[config.mk]
export PLATFORM = sky130hd
export DESIGN_NAME = boot_sequencer
export DESIGN_NICKNAME = d
export VERILOG_FILES = /design/src/rtl/boot_sequencer.sv
export SDC_FILE = /design/constraint.sdc
export NUM_CORES = 1
export LEC_CHECK = 0
export CAP_MARGIN = 15
export CORE_MARGIN = 5
export CORE_UTILIZATION = 55
export CTS_CLUSTER_DIAMETER = 150
export DETAILED_ROUTE_END_ITERATION = 10
export PLACE_DENSITY = 0.86
export REMOVE_ABC_BUFFERS = 1
export SYNTH_ARGS = -nofsm -noshare
export SYNTH_HDL_FRONTEND = slang
export SYNTH_SLANG_ARGS = --single-unit
[constraint.sdc]
create_clock -name clk -period 10.4 [get_ports clk]
set_clock_uncertainty 0.2 [all_clocks]
set_input_delay 2.6 -clock clk [delete_from_list [all_inputs] [get_ports clk]]
set_output_delay 2.6 -clock clk [all_outputs]
set_load 0.02 [all_outputs]
[src/rtl/boot_sequencer.sv]
// Boot sequencer: drives core reset, boot-address config write, load wait and fetch enable, then monitors the run.
// Latency: every state transition and every output is registered (one cycle from input to output).
// Backpressure: cfg_req_o holds address/data until cfg_gnt_i; load_done_i and cfg_rvalid_i stall the sequence.
module boot_sequencer #(
    parameter int unsigned RST_HOLD_CYCLES = 12,
    parameter int unsigned POST_RST_CYCLES = 12,
    parameter int unsigned FETCH_DELAY     = 5,
    parameter logic [31:0] CFG_ADDR        = 32'h1A10_7008,
    parameter logic [31:0] BOOT_ADDR       = 32'h0000_0000
) (
    input  logic        clk,
    input  logic        rst,
    input  logic        start_i,
    input  logic        abort_i,
    input  logic [1:0]  memload_i,
    input  logic        load_done_i,
    input  logic        eoc_i,
    input  logic [31:0] timeout_i,
    output logic        core_rst_n_o,
    output logic        fetch_enable_o,
    output logic        cfg_req_o,
    output logic [31:0] cfg_addr_o,
    output logic [31:0] cfg_wdata_o,
    input  logic        cfg_gnt_i,
    input  logic        cfg_rvalid_i,
    output logic        busy_o,
    output logic        done_o,
    output logic [1:0]  status_o,
    output logic [31:0] cycles_o
);

    typedef enum logic [3:0] {
        S_IDLE,
        S_RST_HOLD,
        S_POST_RST,
        S_CFG_REQ,
        S_CFG_RSP,
        S_LOAD_WAIT,
        S_FETCH_DLY,
        S_RUN,
        S_DONE
    } state_e;

    localparam logic [1:0] ML_STANDALONE = 2'd2;
    localparam logic [1:0] ML_NOLOAD     = 2'd3;

    localparam logic [1:0] ST_NONE    = 2'd0;
    localparam logic [1:0] ST_EOC     = 2'd1;
    localparam logic [1:0] ST_TIMEOUT = 2'd2;
    localparam logic [1:0] ST_ABORT   = 2'd3;

    localparam logic [31:0] RST_HOLD_W = 32'(RST_HOLD_CYCLES);
    localparam logic [31:0] POST_RST_W = 32'(POST_RST_CYCLES);
    localparam logic [31:0] FETCH_W    = 32'(FETCH_DELAY);

    state_e      state_q, state_d;
    logic [31:0] cnt_q, cnt_d;
    logic [1:0]  memload_q, memload_d;
    logic [31:0] timeout_q, timeout_d;
    logic [1:0]  status_q, status_d;
    logic [31:0] cycles_q, cycles_d;
    logic        core_rst_n_q, core_rst_n_d;
    logic        fetch_en_q, fetch_en_d;
    logic        cfg_req_q, cfg_req_d;
    logic [31:0] cfg_addr_q, cfg_addr_d;
    logic [31:0] cfg_wdata_q, cfg_wdata_d;
    logic        busy_q, busy_d;
    logic        done_q, done_d;

    logic        busy_now;
    logic        cnt_last;
    logic [32:0] cycles_inc;
    logic [31:0] cycles_sat;

    // Next-state, counter and next-output decode; abort outranks every other event while busy.
    always_comb begin
        state_d      = state_q;
        cnt_d        = cnt_q;
        memload_d    = memload_q;
        timeout_d    = timeout_q;
        status_d     = status_q;
        cycles_d     = cycles_q;
        core_rst_n_d = 1'b0;
        fetch_en_d   = 1'b0;

        busy_now   = (state_q != S_IDLE) && (state_q != S_DONE);
        // A counter loaded with 0 or 1 both give a one-cycle state.
        cnt_last   = (cnt_q <= 32'd1);
        // 33-bit so a saturated count can never alias a timeout value.
        cycles_inc = {1'b0, cycles_q} + 33'd1;
        cycles_sat = (cycles_q == 32'hFFFF_FFFF) ? cycles_q : cycles_inc[31:0];

        if (busy_now && abort_i) begin
            state_d  = S_DONE;
            status_d = ST_ABORT;
            // The abort cycle is still a cycle spent running.
            if (state_q == S_RUN) begin
                cycles_d = cycles_sat;
            end
        end else begin
            case (state_q)
                S_IDLE, S_DONE: begin
                    if (start_i) begin
                        state_d   = S_RST_HOLD;
                        memload_d = memload_i;
                        timeout_d = timeout_i;
                        status_d  = ST_NONE;
                        cycles_d  = 32'd0;
                    end
                end
                S_RST_HOLD: begin
                    if (cnt_last) begin
                        state_d = S_POST_RST;
                    end
                end
                S_POST_RST: begin
                    if (cnt_last) begin
                        state_d = (memload_q == ML_STANDALONE) ? S_FETCH_DLY : S_CFG_REQ;
                    end
                end
                S_CFG_REQ: begin
                    if (cfg_gnt_i) begin
                        state_d = S_CFG_RSP;
                    end
                end
                S_CFG_RSP: begin
                    if (cfg_rvalid_i) begin
                        state_d = (memload_q == ML_NOLOAD) ? S_FETCH_DLY : S_LOAD_WAIT;
                    end
                end
                S_LOAD_WAIT: begin
                    if (load_done_i) begin
                        state_d = S_FETCH_DLY;
                    end
                end
                S_FETCH_DLY: begin
                    if (cnt_last) begin
                        state_d = S_RUN;
                    end
                end
                S_RUN: begin
                    cycles_d = cycles_sat;
                    if (eoc_i) begin
                        state_d  = S_DONE;
                        status_d = ST_EOC;
                    end else if ((timeout_q != 32'd0) && (cycles_inc == {1'b0, timeout_q})) begin
                        state_d  = S_DONE;
                        status_d = ST_TIMEOUT;
                    end
                end
                default: begin
                    state_d = S_IDLE;
                end
            endcase
        end

        // Timed states reload their counter on entry and count down while resident.
        if (state_d != state_q) begin
            case (state_d)
                S_RST_HOLD:  cnt_d = RST_HOLD_W;
                S_POST_RST:  cnt_d = POST_RST_W;
                S_FETCH_DLY: cnt_d = FETCH_W;
                default:     cnt_d = 32'd0;
            endcase
        end else if (cnt_q != 32'd0) begin
            cnt_d = cnt_q - 32'd1;
        end

        // Core reset / fetch enable follow the state being entered; DONE keeps RUN values unless aborted.
        case (state_d)
            S_POST_RST, S_CFG_REQ, S_CFG_RSP, S_LOAD_WAIT, S_FETCH_DLY: begin
                core_rst_n_d = 1'b1;
                fetch_en_d   = 1'b0;
            end
            S_RUN: begin
                core_rst_n_d = 1'b1;
                fetch_en_d   = 1'b1;
            end
            S_DONE: begin
                if (state_q == S_DONE) begin
                    core_rst_n_d = core_rst_n_q;
                    fetch_en_d   = fetch_en_q;
                end else if (status_d != ST_ABORT) begin
                    core_rst_n_d = 1'b1;
                    fetch_en_d   = 1'b1;
                end
            end
            default: begin
                core_rst_n_d = 1'b0;
                fetch_en_d   = 1'b0;
            end
        endcase

        busy_d      = (state_d != S_IDLE) && (state_d != S_DONE);
        done_d      = (state_d == S_DONE);
        cfg_req_d   = (state_d == S_CFG_REQ);
        cfg_addr_d  = cfg_req_d ? CFG_ADDR  : 32'd0;
        cfg_wdata_d = cfg_req_d ? BOOT_ADDR : 32'd0;
    end

    // State, counters and all registered outputs; synchronous reset drops everything back to IDLE.
    always_ff @(posedge clk) begin
        if (rst) begin
            state_q      <= S_IDLE;
            cnt_q        <= 32'd0;
            memload_q    <= 2'd0;
            timeout_q    <= 32'd0;
            status_q     <= ST_NONE;
            cycles_q     <= 32'd0;
            core_rst_n_q <= 1'b0;
            fetch_en_q   <= 1'b0;
            cfg_req_q    <= 1'b0;
            cfg_addr_q   <= 32'd0;
            cfg_wdata_q  <= 32'd0;
            busy_q       <= 1'b0;
            done_q       <= 1'b0;
        end else begin
            state_q      <= state_d;
            cnt_q        <= cnt_d;
            memload_q    <= memload_d;
            timeout_q    <= timeout_d;
            status_q     <= status_d;
            cycles_q     <= cycles_d;
            core_rst_n_q <= core_rst_n_d;
            fetch_en_q   <= fetch_en_d;
            cfg_req_q    <= cfg_req_d;
            cfg_addr_q   <= cfg_addr_d;
            cfg_wdata_q  <= cfg_wdata_d;
            busy_q       <= busy_d;
            done_q       <= done_d;
        end
    end

    assign core_rst_n_o   = core_rst_n_q;
    assign fetch_enable_o = fetch_en_q;
    assign cfg_req_o      = cfg_req_q;
    assign cfg_addr_o     = cfg_addr_q;
    assign cfg_wdata_o    = cfg_wdata_q;
    assign busy_o         = busy_q;
    assign done_o         = done_q;
    assign status_o       = status_q;
    assign cycles_o       = cycles_q;

endmodule

# Word level (Yosys, flattened, before mapping)
# Cells that the tools add are included.
# W data, S select, Z words.
totals:
  output_inout_bits: 103
  ram_bits: 0
  in_bits: 42
  latch_bits: 0
  word_cells: 90
  reg_bits: 141
  mem_count: 0
  romBits: 0
op_classes:
  n_lt_le_gt_ge: 1
  bitwise_logic: 1
  add_sub_neg: 2
  n_div: 0
  reduce_logical: 16
  mux: 31
  n_mul: 0
  eq_ne: 27
  shifts: 0
op_table:
  columns: ["operator", "n"]
  rows:
  - ["$mux W32", 6]
  - ["$pmux W32 S2", 1]
  - ["$reduce_bool A32 Y1", 2]
  - ["$mux W4", 10]
  - ["$add A32 B1 Y33 const B", 1]
  - ["$eq A33 B32 Y1", 1]
  - ["$eq A32 B32 Y1 const B", 1]
  - ["$eq A4 B3 Y1 const B", 8]
  - ["$le A32 B1 Y1 const B", 1]
  - ["$pmux W4 S8", 1]
  - ["$sub A32 B1 Y32 const B", 1]
  - ["$mux W29", 1]
  - ["$eq A4 B2 Y1 const B", 4]
  - ["$mux W2", 5]
  - ["$eq A4 B1 Y1 const B", 2]
  - ["$eq A4 B4 Y1 const B", 2]
  - ["$ne A4 B4 Y1 const B", 2]
  - ["$pmux W4 S2", 1]
  - ["$reduce_bool A4 Y1", 2]
  - ["$reduce_and A3 Y1", 2]
  - ["$reduce_or A6 Y1", 1]
  - ["$eq A2 B2 Y1 const B", 2]
  - ["$logic_and A1 B1 Y1", 4]
  - ["$logic_not A4 Y1", 1]
  - ["other kinds (11)", 16]

# Depth between registers and ports, before layout
# Gate-level depths: netlist (run 1).
logic_depth:
  word_depth: 11
  mapped_depth: 15
  depth_no_buf: 11

# Least setup slack after synthesis (run 1)
# OpenSTA, ideal clock, no wires.
synth_path:
  kind: "input to register"
  startpoint: "in cfg_gnt_i"
  endpoint: "reg cnt_q[26]"
  arrival_ns: 4.548
  t_required_ns: 10.136
  stages: 9
  setup_time_ns: 0.064
  n_path_buf: 2
  setup_slack_ns: 5.588
  path_cell_list: "a2111oi_0 -> nor4b_4 -> a21o_1 -> a211oi_2 -> a2bb2oi_4 -> or2_1 -> buf_4 -> buf_6 -> nor2_1"
synth_via:
  elab_chain_cells: 5
  elab_cells_between_ends: 6
  cone_classes: "eq/ne (1); mux (4); reduce/logical (1)"
synth_lines:
  columns: ["element", "line", "text"]
  rows:
  - ["start, declared", "24", "input logic cfg_gnt_i,"]
  - ["$mux W4 (*)", "122", "if (cfg_gnt_i) begin"]
  - ["$pmux W4 S8 (*)", "101", "case (state_q)"]
  - ["$mux W4 (*)", "93", "if (busy_now && abort_i) begin"]
  - ["$ne A4 B4 Y1 (*)", "158", "if (state_d != state_q) begin"]
  - ["$mux W32 / $reduce_bool A2 Y1 (equally long branches)", null, null]
  - ["end signal, assigned", "219", "cnt_q <= cnt_d;"]
  - ["end, declared", "57", "logic [31:0] cnt_q, cnt_d;"]
# Mark *: on every way between the ends. The rest lies on a longest branch, timed or not.
# A chain may end at the register's enable or synchronous reset.

# Worst setup path in the final report (run 1)
layout_path:
  startpoint: "in cfg_gnt_i"
  endpoint: "reg cnt_q[1]"
# Same word-level chain as after synthesis.

==> results.py, run 1 <==
metrics = {
    "placement": {
        "port_buffers": 88,
        "gp_congestion": 0.967,
        "post-dp-hpwl_um": 12400,
        "dp_cells": 1021,
    },
    "global_routing": {
        "grt_max_degree": 53,
        "overflow": 0,
        "grt_pass1_wl_um": 27200,
        "grt_usage": 0.232,
        "antenna_found_initial": 0,
        "grt_pass1_vias": 5490,
    },
    "cells_and_area": {
        "final_core_util": 0.648,
        "multi_input_area_sq_mm": 0.00386,
        "layout_commonest_cell": "nand2_1",
        "fillers": 999,
        "finish.net_count": 935,
        "diodes": 0,
        "fin_cells": 1038,
        "seqCellArea_sq_mm": 0.00218,
        "final_cell_mix": "nand2_1 (113), dfxtp_1 (109), nor2_1 (94)",
        "drive_gt1_frac": 0.0469,
        "syn_to_final_growth_pct": 14.2,
    },
    "critical_path": {
        "cp_num_cells": 8,
        "reg2regPathDepth": 11,
        "crit_chain": "clkdlybuf4s50_1, a2111oi_0, nor4b_4, a21o_1, a211oi_2, a2bb2oi_4, or2_1, a211oi_1",
        "critical_path.max_stage_delay_ns": 0.73,
        "required_ns": 10.47,
        "critPathKind": "input pin to flop",
        "crit_path_top_delay_cell": "a2111oi_0",
        "critPathMaxFanout": 29,
        "cpLargestDelayFamily": "compound AO/OA/AOI/OAI gates",
        "crit_arrival_ns": 5.43,
        "end_kind": "flop",
        "start_kind": "input pin",
        "path_buf_inv": 1,
    },
    "power": {
        "leakagePower_nw": 2.75,
        "vdd_ir_drop_max_uv": 217,
        "pwr_density_cell_mw_per_mm2": 256,
    },
    "clock_tree": {
        "clkLatencyLatePin_ns": 0.37,
        "clockRootBuffer": "clkbuf_16",
        "h-tree-depth": 3,
        "numClockSinks": 109,
        "hold_buffers": 0,
        "clk_path_buf_depth": 2,
        "cts_tree": "yes",
        "cts_buffers": 9,
        "clkTransAtPathRegs_ns": 0.08,
        "cts_resized": 0,
        "cts_setup_buffers": 0,
    },
    "detailed_routing": {
        "wl_met1_um": 7260,
        "vias": 6018,
        "final_antenna_net_count": 0,
        "wl_per_cell_um": 16.2,
        "wl_met2_um": 7890,
        "viasPerCell": 5.80,
        "wirelength_um": 16900,
        "drt_iter0_drc": 704,
        "met3_length_um": 1380,
        "top_layer": "met4",
        "drc_errors": 0,
        "dr.pass1.iters": 5,
    },
    "timing": {
        "tightestPinTransition_ns": 1.13,
        "timing.setup.tns_ns": 0,
        "grt_setup_unrepaired": "false",
        "finalSetupViolations": 0,
        "finalCritPeriodShare": 0.515,
        "min_period_ns": 5.36,
        "holdWs_ns": 0.270,
        "hold_viol": 0,
        "maxSlewViolCount": 0,
        "fmax_ghz": 0.187,
        "max_slew_margin": 0.238,
    },
    "synthesis": {
        "synth_ff_type": "dfxtp_1",
        "yosysSeqAreaShare": 0.333,
        "synth_warnings": 0,
        "synthArstFlopShare": 0,
        "ys_seq_elements": 109,
        "netlist_area_sq_mm": 0.00656,
        "yosysTopAreaCell": "dfxtp_1",
        "avgSynthCellArea_sq_um": 7.77,
        "synth_cell_types": 71,
        "synth_cells": 844,
        "synth-edff-count": 0,
        "synth_area_leaders": "dfxtp_1 (33%), buf_4 (7.6%), nand2_1 (6.5%)",
        "synth.top_cell.area_share": 0.333,
    },
    "floorplanning": {
        "chipWidth_um": 119,
        "rows": 39,
        "ios": 145,
        "die_area_sq_mm": 0.0142,
        "core_sq_mm": 0.0116,
        "die_h_um": 119,
        "initial_core_util": 0.567,
    },
    "worst_hold_path": {
        "min_path_type": "flop to flop",
        "hold_path_depth": 2,
    },
    "run": {
        "max-cap-violations": 0,
    },
    "run_status": {
        "status": "finished, final reports clean",
    },
}
## power by group
| group | leakage [nW] | switching [mW] | internal [mW] |
|---|---|---|---|
| sequential | 0.887 | 0.0875 | 0.499 |
| clock | 0.151 | 0.179 | 0.174 |
| combinational | 1.71 | 0.578 | 0.400 |
## cells in the mapped netlist (all sizes together), types with 7 or more instances
master  count
or2         7
nand4      23
a21oi      65
nand3      28
dfxtp     109
xor2       35
nand2b     10
or3        21
or4        16
nor2       95
buf        81
inv         8
nor4       21
o31ai       9
clkbuf     31
nand2     114
xnor2      48
o21ai      25
nor3       19
## worst register-to-register path, delay by kind of cell (launching register included)
family	cells	cell delay, ns
AOI/OAI and AO/OA	2	0.35
adders and majority gates	1	0.26
DFF	1	0.46
and+or+nand+nor	8	3.54
## layout make-up
| class | count | area share |
|---|---|---|
| tap | 143 | 0.0239 |
| clock buffer | 9 | 0.0301 |
| timing repair buffer | 92 | 0.124 |
| sequential | 109 | 0.291 |
| multi-input combinational | 670 | 0.516 |
| clock inverter | 7 | 0.0115 |
| inverter | 8 | 0.00401 |
## cell families after synthesis
family                     count (synthesis)  share of synthesized area
other                                      1                   0.000572
xor gates and xnor gates                  83                      0.111
adders and majority gates                  3                    0.00572
buffers and inverters                    120                      0.110
DFF                                      109                      0.333
AOI/OAI and AO/OA                        146                      0.143
and+or+nand+nor                          382                      0.297
## registers in the layout (all words and copies together), names as in the netlist
signal / cells
done_o: 1
memload_q: 2
cnt_q: 32
state_q: 4
status_o: 2
busy_o: 1
cfg_addr_o: 1
timeout_q: 32
cycles_o: 32
fetch_enable_o: 1
core_rst_n_o: 1
## stage by stage
| step | power (mW) | worst slack [ns] | instance area (sq um) |
|---|---|---|---|
| global route | 2.06 | 4.78 | 7490 |
| CTS | 1.91 | 5.02 | 7460 |
| floorplan | 1.32 | 5.45 | 6070 |
| detailed placement | 1.55 | 4.63 | 7150 |
| finish | 1.92 | 5.04 | 7490 |
| global placement | 1.53 | 4.72 | 7150 |
## per-layer routing
layer / GRT usage / vias up
met2: 0.378 / 280
met3: 0.0550 / 33
met1: 0.305 / 2781
met4: 0.0702 / 0
li1: - / 2924
met5: 0 / -
## worst paths after layout
kind,start,to,slack [ns]
min,cnt_q[19],cnt_q[19],0.27
max reg2reg,cycles_o[0],cnt_q[25],5.42
max,cfg_gnt_i,cnt_q[1],5.04
min reg2reg,cnt_q[19],cnt_q[19],0.27
No activity file was read; power rests on OpenSTA's default activity.
==> run 2: changes to the inputs <==
--- a/config.mk
+++ b/config.mk
@@ -7,10 +7,10 @@
 export LEC_CHECK = 0
 export CAP_MARGIN = 15
 export CORE_MARGIN = 5
-export CORE_UTILIZATION = 55
+export CORE_UTILIZATION = 46
 export CTS_CLUSTER_DIAMETER = 150
 export DETAILED_ROUTE_END_ITERATION = 10
-export PLACE_DENSITY = 0.86
+export PLACE_DENSITY = 0.77
 export REMOVE_ABC_BUFFERS = 1
 export SYNTH_ARGS = -nofsm -noshare
 export SYNTH_HDL_FRONTEND = slang
==> constraint.sdc (replaced) <==
create_clock -name clk -period 4.5 [get_ports clk]
set_clock_uncertainty 0.2 [all_clocks]
set_input_delay 1.125 -clock clk [delete_from_list [all_inputs] [get_ports clk]]
set_output_delay 1.125 -clock clk [all_outputs]
set_load 0.02 [all_outputs]
==> run 2 against run 1 <==
  * Core utilization is 9.8 points lower
  * Sequential share of layout area down 0.65 points
  * Combinational power up 130%
  * Wire length grew 4.2%
  * Global-route usage shrank 2.3 points
  * Register-to-register slack got worse by 5.1 ns
  * Clock power grew 120%
  * Total power increased by 130%
  * Setup slack worse by 4.7 ns
  * Critical path type is now flop to flop
  * Largest cell class unchanged
  * Largest power group unchanged
==> results.py, run 2 (same netlist as run 1, synthesis figures left out) <==
metrics = {
    "run_status": {
        "status": "finished, final reports clean",
    },
    "timing": {
        "min_period_ns": 4.20,
        "tightestPinTransition_ns": 0.948,
        "timing.setup.tns_ns": 0,
        "maxSlewViolCount": 0,
        "grt_setup_unrepaired": "false",
        "finalSetupViolations": 0,
        "finalCritPeriodShare": 0.933,
        "hold_viol": 0,
        "fmax_ghz": 0.238,
        "max_slew_margin": 0.368,
    },
    "worst_hold_path": {
        "min_path_type": "flop to flop",
    },
    "placement": {
        "gp_congestion": 0.931,
        "port_buffers": 88,
        "post-dp-hpwl_um": 13300,
    },
    "clock_tree": {
        "h-tree-depth": 3,
        "numClockSinks": 109,
        "cts_tree": "yes",
        "clkTransAtPathRegs_ns": 0.08,
        "clkLatencyLatePin_ns": 0.36,
        "cts_setup_buffers": 0,
        "clk_path_buf_depth": 2,
        "hold_buffers": 0,
        "clockRootBuffer": "clkbuf_16",
        "cts_buffers": 9,
        "cts_resized": 0,
    },
    "run": {
        "max-cap-violations": 0,
    },
    "critical_path": {
        "start_kind": "flop",
        "crit_arrival_ns": 4.27,
        "cp_num_cells": 10,
        "critical_path.max_stage_delay_ns": 0.61,
        "reg2regPathDepth": 10,
        "crit_start": "cycles_o[9]",
        "crit_chain": "nand4_2, nor4_4, nand3_1, a211o_1, or4_1, or4_4, nor2_8, a2bb2oi_4, or4b_1, o31ai_1",
        "required_ns": 4.57,
        "rrSetupSlack_ns": 0.30,
        "crit_path_top_delay_cell": "or4_4",
        "end_kind": "flop",
        "critPathMaxFanout": 11,
        "cp-endpoint": "cnt_q[0]",
        "regToRegStartpoint": "cycles_o[9]",
        "cpLargestDelayFamily": "simple AND/OR/NAND/NOR gates",
        "worst_r2r_endpoint": "cnt_q[0]",
        "critPathKind": "flop to flop",
        "path_buf_inv": 0,
    },
    "cells_and_area": {
        "final_core_util": 0.550,
        "layout_commonest_cell": "nand2_1",
        "syn_to_final_growth_pct": 16.8,
        "finish.net_count": 955,
        "diodes": 0,
        "fillers": 1295,
        "drive_gt1_frac": 0.0667,
        "final_cell_mix": "nand2_1 (113), dfxtp_1 (109), nor2_1 (94)",
    },
    "detailed_routing": {
        "vias": 6066,
        "wl_per_cell_um": 16.0,
        "final_antenna_net_count": 0,
        "drt_iter0_drc": 556,
        "wirelength_um": 17600,
        "viasPerCell": 5.54,
        "dr.pass1.iters": 5,
        "drc_errors": 0,
    },
    "power": {
        "vdd_ir_drop_max_uv": 562,
        "leakagePower_nw": 2.84,
        "pwr_density_cell_mw_per_mm2": 577,
    },
    "global_routing": {
        "grt_max_degree": 53,
        "grt_pass1_vias": 5530,
        "overflow": 0,
        "grt_pass1_wl_um": 28200,
        "grt_usage": 0.209,
        "antenna_found_initial": 0,
    },
    "floorplanning": {
        "chipWidth_um": 129,
        "initial_core_util": 0.471,
        "die_h_um": 129,
        "core_sq_mm": 0.0139,
        "rows": 43,
        "die_area_sq_mm": 0.0167,
        "ios": 145,
    },
}
==> run 2: per-layer routing <==
layer,global-route usage,up-vias,part of all wire
met1,0.289,2851,0.45
met4,0.0593,0,0.022
li1,-,2969,-
met3,0.0466,33,0.070
met5,0,-,0
met2,0.330,213,0.45
==> run 2: worst reg2reg max path, cell delays in order (launching register included) <==
cell,delay (ns)
dfxtp_1,0.59
nand4_2,0.31
nor4_4,0.55
nand3_1,0.14
a211o_1,0.31
or4_1,0.50
or4_4,0.61
nor2_8,0.18
a2bb2oi_4,0.21
or4b_1,0.45
o31ai_1,0.07
==> run 2: worst min-delay path by stage <==
stage | startpoint | end | slack, ns | depth (start not counted)
finish | cnt_q[19] | cnt_q[19] | 0.27 | 2
global route | cnt_q[19] | cnt_q[19] | 0.30 | 2
CTS | cnt_q[19] | cnt_q[19] | 0.27 | 2
detailed placement | cnt_q[19] | cnt_q[19] | 0.26 | 2
global placement | cnt_q[19] | cnt_q[19] | 0.25 | 2
floorplan | cnt_q[19] | cnt_q[19] | 0.24 | 2
==> run 2: final cells by class <==
type	count	area, sq um	area share
Multi-Input combinational cell	670	3860	0.504
Sequential cell	109	2180	0.285
Timing Repair Buffer	112	1070	0.139
Clock buffer	11	243	0.0317
Tap cell	180	225	0.0294
Clock inverter	5	51.3	0.00670
Inverter	8	30.0	0.00392
==> run 2: through the flow <==
stage / worst slack [ns] / instances / total power [mW] / area [sq um] / hold WS, ns
floorplan: 0.234 / 787 / 3.05 / 6070 / 0.237
global placement: 0.429 / 1079 / 3.61 / 7370 / 0.249
detailed placement: 0.358 / 1079 / 3.63 / 7370 / 0.256
CTS: 0.317 / 1095 / 4.44 / 7660 / 0.267
global route: 0.118 / 1095 / 4.77 / 7660 / 0.299
finish: 0.303 / 1095 / 4.42 / 7660 / 0.266
==> run 2: power breakdown <==
part	internal [mW]	switching (mW)
sequential	1.15	0.196
clock	0.404	0.388
combinational	0.958	1.32
==> run 3: changes to the inputs <==
--- a/config.mk
+++ b/config.mk
@@ -5,12 +5,12 @@
 export SDC_FILE = /design/constraint.sdc
 export NUM_CORES = 1
 export LEC_CHECK = 0
+export ABC_AREA = 1
 export CAP_MARGIN = 15
 export CORE_MARGIN = 5
-export CORE_UTILIZATION = 46
+export CORE_UTILIZATION = 30
 export CTS_CLUSTER_DIAMETER = 150
 export DETAILED_ROUTE_END_ITERATION = 10
-export PLACE_DENSITY = 0.77
 export REMOVE_ABC_BUFFERS = 1
 export SYNTH_ARGS = -nofsm -noshare
 export SYNTH_HDL_FRONTEND = slang
==> run 3 against run 2 <==
  * Final area increased by 10%
  * Critical path depth increased by 14
  * Area after synthesis rose by 9.2%
  * Clock-buffer cell count unchanged
  * Register-to-register slack improved by 0.62 ns
  * Setup slack better by 0.62 ns
  * Sequential share of layout area is 2.6 points lower
  * Maximum frequency rose by 17%
  * Die area is 62% higher
  * Highest routed layer unchanged
==> results.py, run 3 <==
metrics = {
    "cells_and_area": {
        "fin_area_sq_mm": 0.00843,
        "diodes": 0,
        "layout_commonest_cell": "nand2_1",
        "drive_gt1_frac": 0.0585,
        "syn_to_final_growth_pct": 17.7,
        "final_cell_mix": "nand2_1 (251), nor2_1 (166), inv_1 (123)",
        "finish.net_count": 1236,
    },
    "run_status": {
        "status": "finished, final reports clean",
    },
    "critical_path": {
        "path_buf_inv": 1,
        "required_ns": 4.60,
        "critical_path.max_stage_delay_ns": 0.50,
        "cpMostUsedCell": "nand2_1",
        "end_kind": "flop",
        "cpLargestDelayFamily": "simple AND/OR/NAND/NOR gates",
        "start_kind": "flop",
        "crit_arrival_ns": 3.68,
        "reg2regPathDepth": 24,
        "rrSetupSlack_ns": 0.92,
        "critPathMaxFanout": 27,
        "critPathKind": "flop to flop",
        "worst_r2r_endpoint": "cnt_q[23]",
        "crit_chain": "nand2_1, nor2_1, nand2_1, nor2_1, nand2_1, nand2_1, nand2_1, nand2_1, nand2_1, nor2_1, nand2_1, nor2_1, nand3_2, nand2_2, nand2_2, nand2_2, nand2_2, nand2_2, nand2_2, nor2_8, nand2_2, inv_2, nand2_4, nor2_2",
        "crit_path_top_delay_cell": "dfxtp_1",
        "regToRegStartpoint": "cycles_o[16]",
    },
    "floorplanning": {
        "chipWidth_um": 164,
        "initial_core_util": 0.305,
        "die_h_um": 164,
        "die_area_sq_mm": 0.0271,
        "core_sq_mm": 0.0235,
        "ios": 145,
        "rows": 56,
    },
    "worst_hold_path": {
        "min_path_type": "flop to flop",
        "hold_path_depth": 2,
        "worstHoldEndpoint": "timeout_q[7]",
        "min_from": "timeout_q[7]",
    },
    "detailed_routing": {
        "wirelength_um": 20400,
        "dr.pass1.iters": 5,
        "drt_iter0_drc": 642,
        "wl_per_cell_um": 13.5,
        "viasPerCell": 4.61,
        "drc_errors": 0,
        "final_antenna_net_count": 0,
        "vias": 6977,
    },
    "clock_tree": {
        "clkTransAtPathRegs_ns": 0.08,
        "cts_resized": 0,
        "h-tree-depth": 3,
        "hold_buffers": 0,
        "clockRootBuffer": "clkbuf_16",
        "cts_setup_buffers": 0,
        "cts_buffers": 9,
        "cts_tree": "yes",
        "clk_path_buf_depth": 2,
        "numClockSinks": 109,
        "clkLatencyLatePin_ns": 0.36,
    },
    "synthesis": {
        "avgSynthCellArea_sq_um": 6.36,
        "synthArstFlopShare": 0,
        "synth.top_cell.area_share": 0.305,
        "synth_cell_types": 38,
        "synth_ff_type": "dfxtp_1",
        "synth-edff-count": 0,
        "synth_common_cells": "nand2_1 (252), nor2_1 (166), inv_1 (123)",
        "synth_cells": 1125,
        "netlist_area_sq_mm": 0.00716,
        "synth_area_leaders": "dfxtp_1 (30%), nand2_1 (13%), nor2_1 (8.7%)",
        "yosysTopAreaCell": "dfxtp_1",
        "ys_seq_elements": 109,
        "yosysMostFrequentCell": "nand2_1",
        "synth_warnings": 0,
        "yosysSeqAreaShare": 0.305,
    },
    "power": {
        "leakagePower_nw": 3.77,
        "vdd_ir_drop_max_uv": 406,
        "pwr_density_cell_mw_per_mm2": 770,
    },
    "global_routing": {
        "overflow": 0,
        "grt_max_degree": 65,
        "grt_usage": 0.152,
        "grt_pass1_vias": 6525,
        "antenna_found_initial": 0,
        "grt_pass1_wl_um": 33300,
    },
    "timing": {
        "layout_setup_ws_ns": 0.920,
        "maxSlewViolCount": 0,
        "finalSetupViolations": 0,
        "fmax_ghz": 0.279,
        "grt_setup_unrepaired": "false",
        "min_period_ns": 3.58,
        "timing.setup.tns_ns": 0,
        "holdWs_ns": 0.288,
        "hold_viol": 0,
        "tightestPinTransition_ns": 0.628,
        "finalCritPeriodShare": 0.796,
        "max_slew_margin": 0.577,
    },
    "placement": {
        "gp_congestion": 0.932,
        "post-dp-hpwl_um": 15700,
        "port_buffers": 88,
        "place_ws_ns": 0.751,
        "post_dp_cell_area_sq_mm": 0.00810,
    },
    "run": {
        "max-cap-violations": 0,
    },
}
==> run 3: changes by cell type after synthesis, sizes merged, moves of 15 or more <==
cell,before,now
xnor2,48,9
inv,8,130
nor2,95,183
or4,16,0
or3,21,0
nor4,21,6
nand3,28,91
o21ai,25,74
nand2,114,270
==> run 3: kinds of logic (layout without fill, tap and decap cells) <==
group                    after synthesis  in the layout  share of synthesized area
other                                  1             56                   0.000524
buffers and inverters                227            243                      0.155
XOR/XNOR                              41             41                     0.0540
flip-flops                           109            109                      0.305
AO/OA/AOI/OAI                        149            149                      0.109
AND/OR/NAND/NOR                      595            595                      0.372
adder cells (fa/ha/maj)                3              3                    0.00524
==> run 3: per-layer routing <==
layer,global-route usage,vias to the layer above,part of all wire
li1,-,3607,-
met1,0.204,3125,0.47
met2,0.254,225,0.46
met3,0.0309,20,0.061
met4,0.0302,0,0.010
met5,0,-,0
==> run 3: through the flow <==
stage / instances / util / power (mW)
after detailed placement: 1499 / 0.345 / 5.60
after global routing: 1515 / 0.359 / 7.16
after global placement: 1499 / 0.345 / 5.58
after floorplan: 1086 / - / 4.47
after CTS: 1515 / 0.359 / 6.54
final: 1515 / 0.359 / 6.50
==> run 3: power by group <==
group	switching, mW	internal [mW]	total [mW]
sequential	0.394	1.30	1.70
clock	0.382	0.520	0.902
combinational	2.50	1.40	3.90
total	3.27	3.22	6.50
==> run 3: area by class of cell <==
type / instances / area (sq um)
clock inverter: 5 / 81.3
clock buffer: 11 / 253
tap: 319 / 399
multi-input combinational: 844 / 4080
inverter: 133 / 499
sequential: 109 / 2180
fill: 2528 / 15000
timing repair buffer: 94 / 938
==> run 3: how the worst max path moves through the flow <==
stage                 start   endpoint  slack, ns  cells after the start
5_1_grt        cycles_o[16]  cnt_q[28]       0.51                     24
3_3_place_gp   cfg_rvalid_i  cnt_q[23]       0.83                     17
4_1_cts         cycles_o[9]  cnt_q[23]       0.94                     24
6_report       cycles_o[16]  cnt_q[23]       0.92                     24
2_1_floorplan       start_i  cnt_q[11]       0.78                     14
3_5_place_dp   cfg_rvalid_i  cnt_q[28]       0.75                     17
==> run 3: tightest hold or removal path, delay by kind of cell, from the launching register on <==
family	cells	cell delay [ns]
DFF	1	0.32
buffers and inverters	1	0.07
AOI/OAI and AO/OA	1	0.05
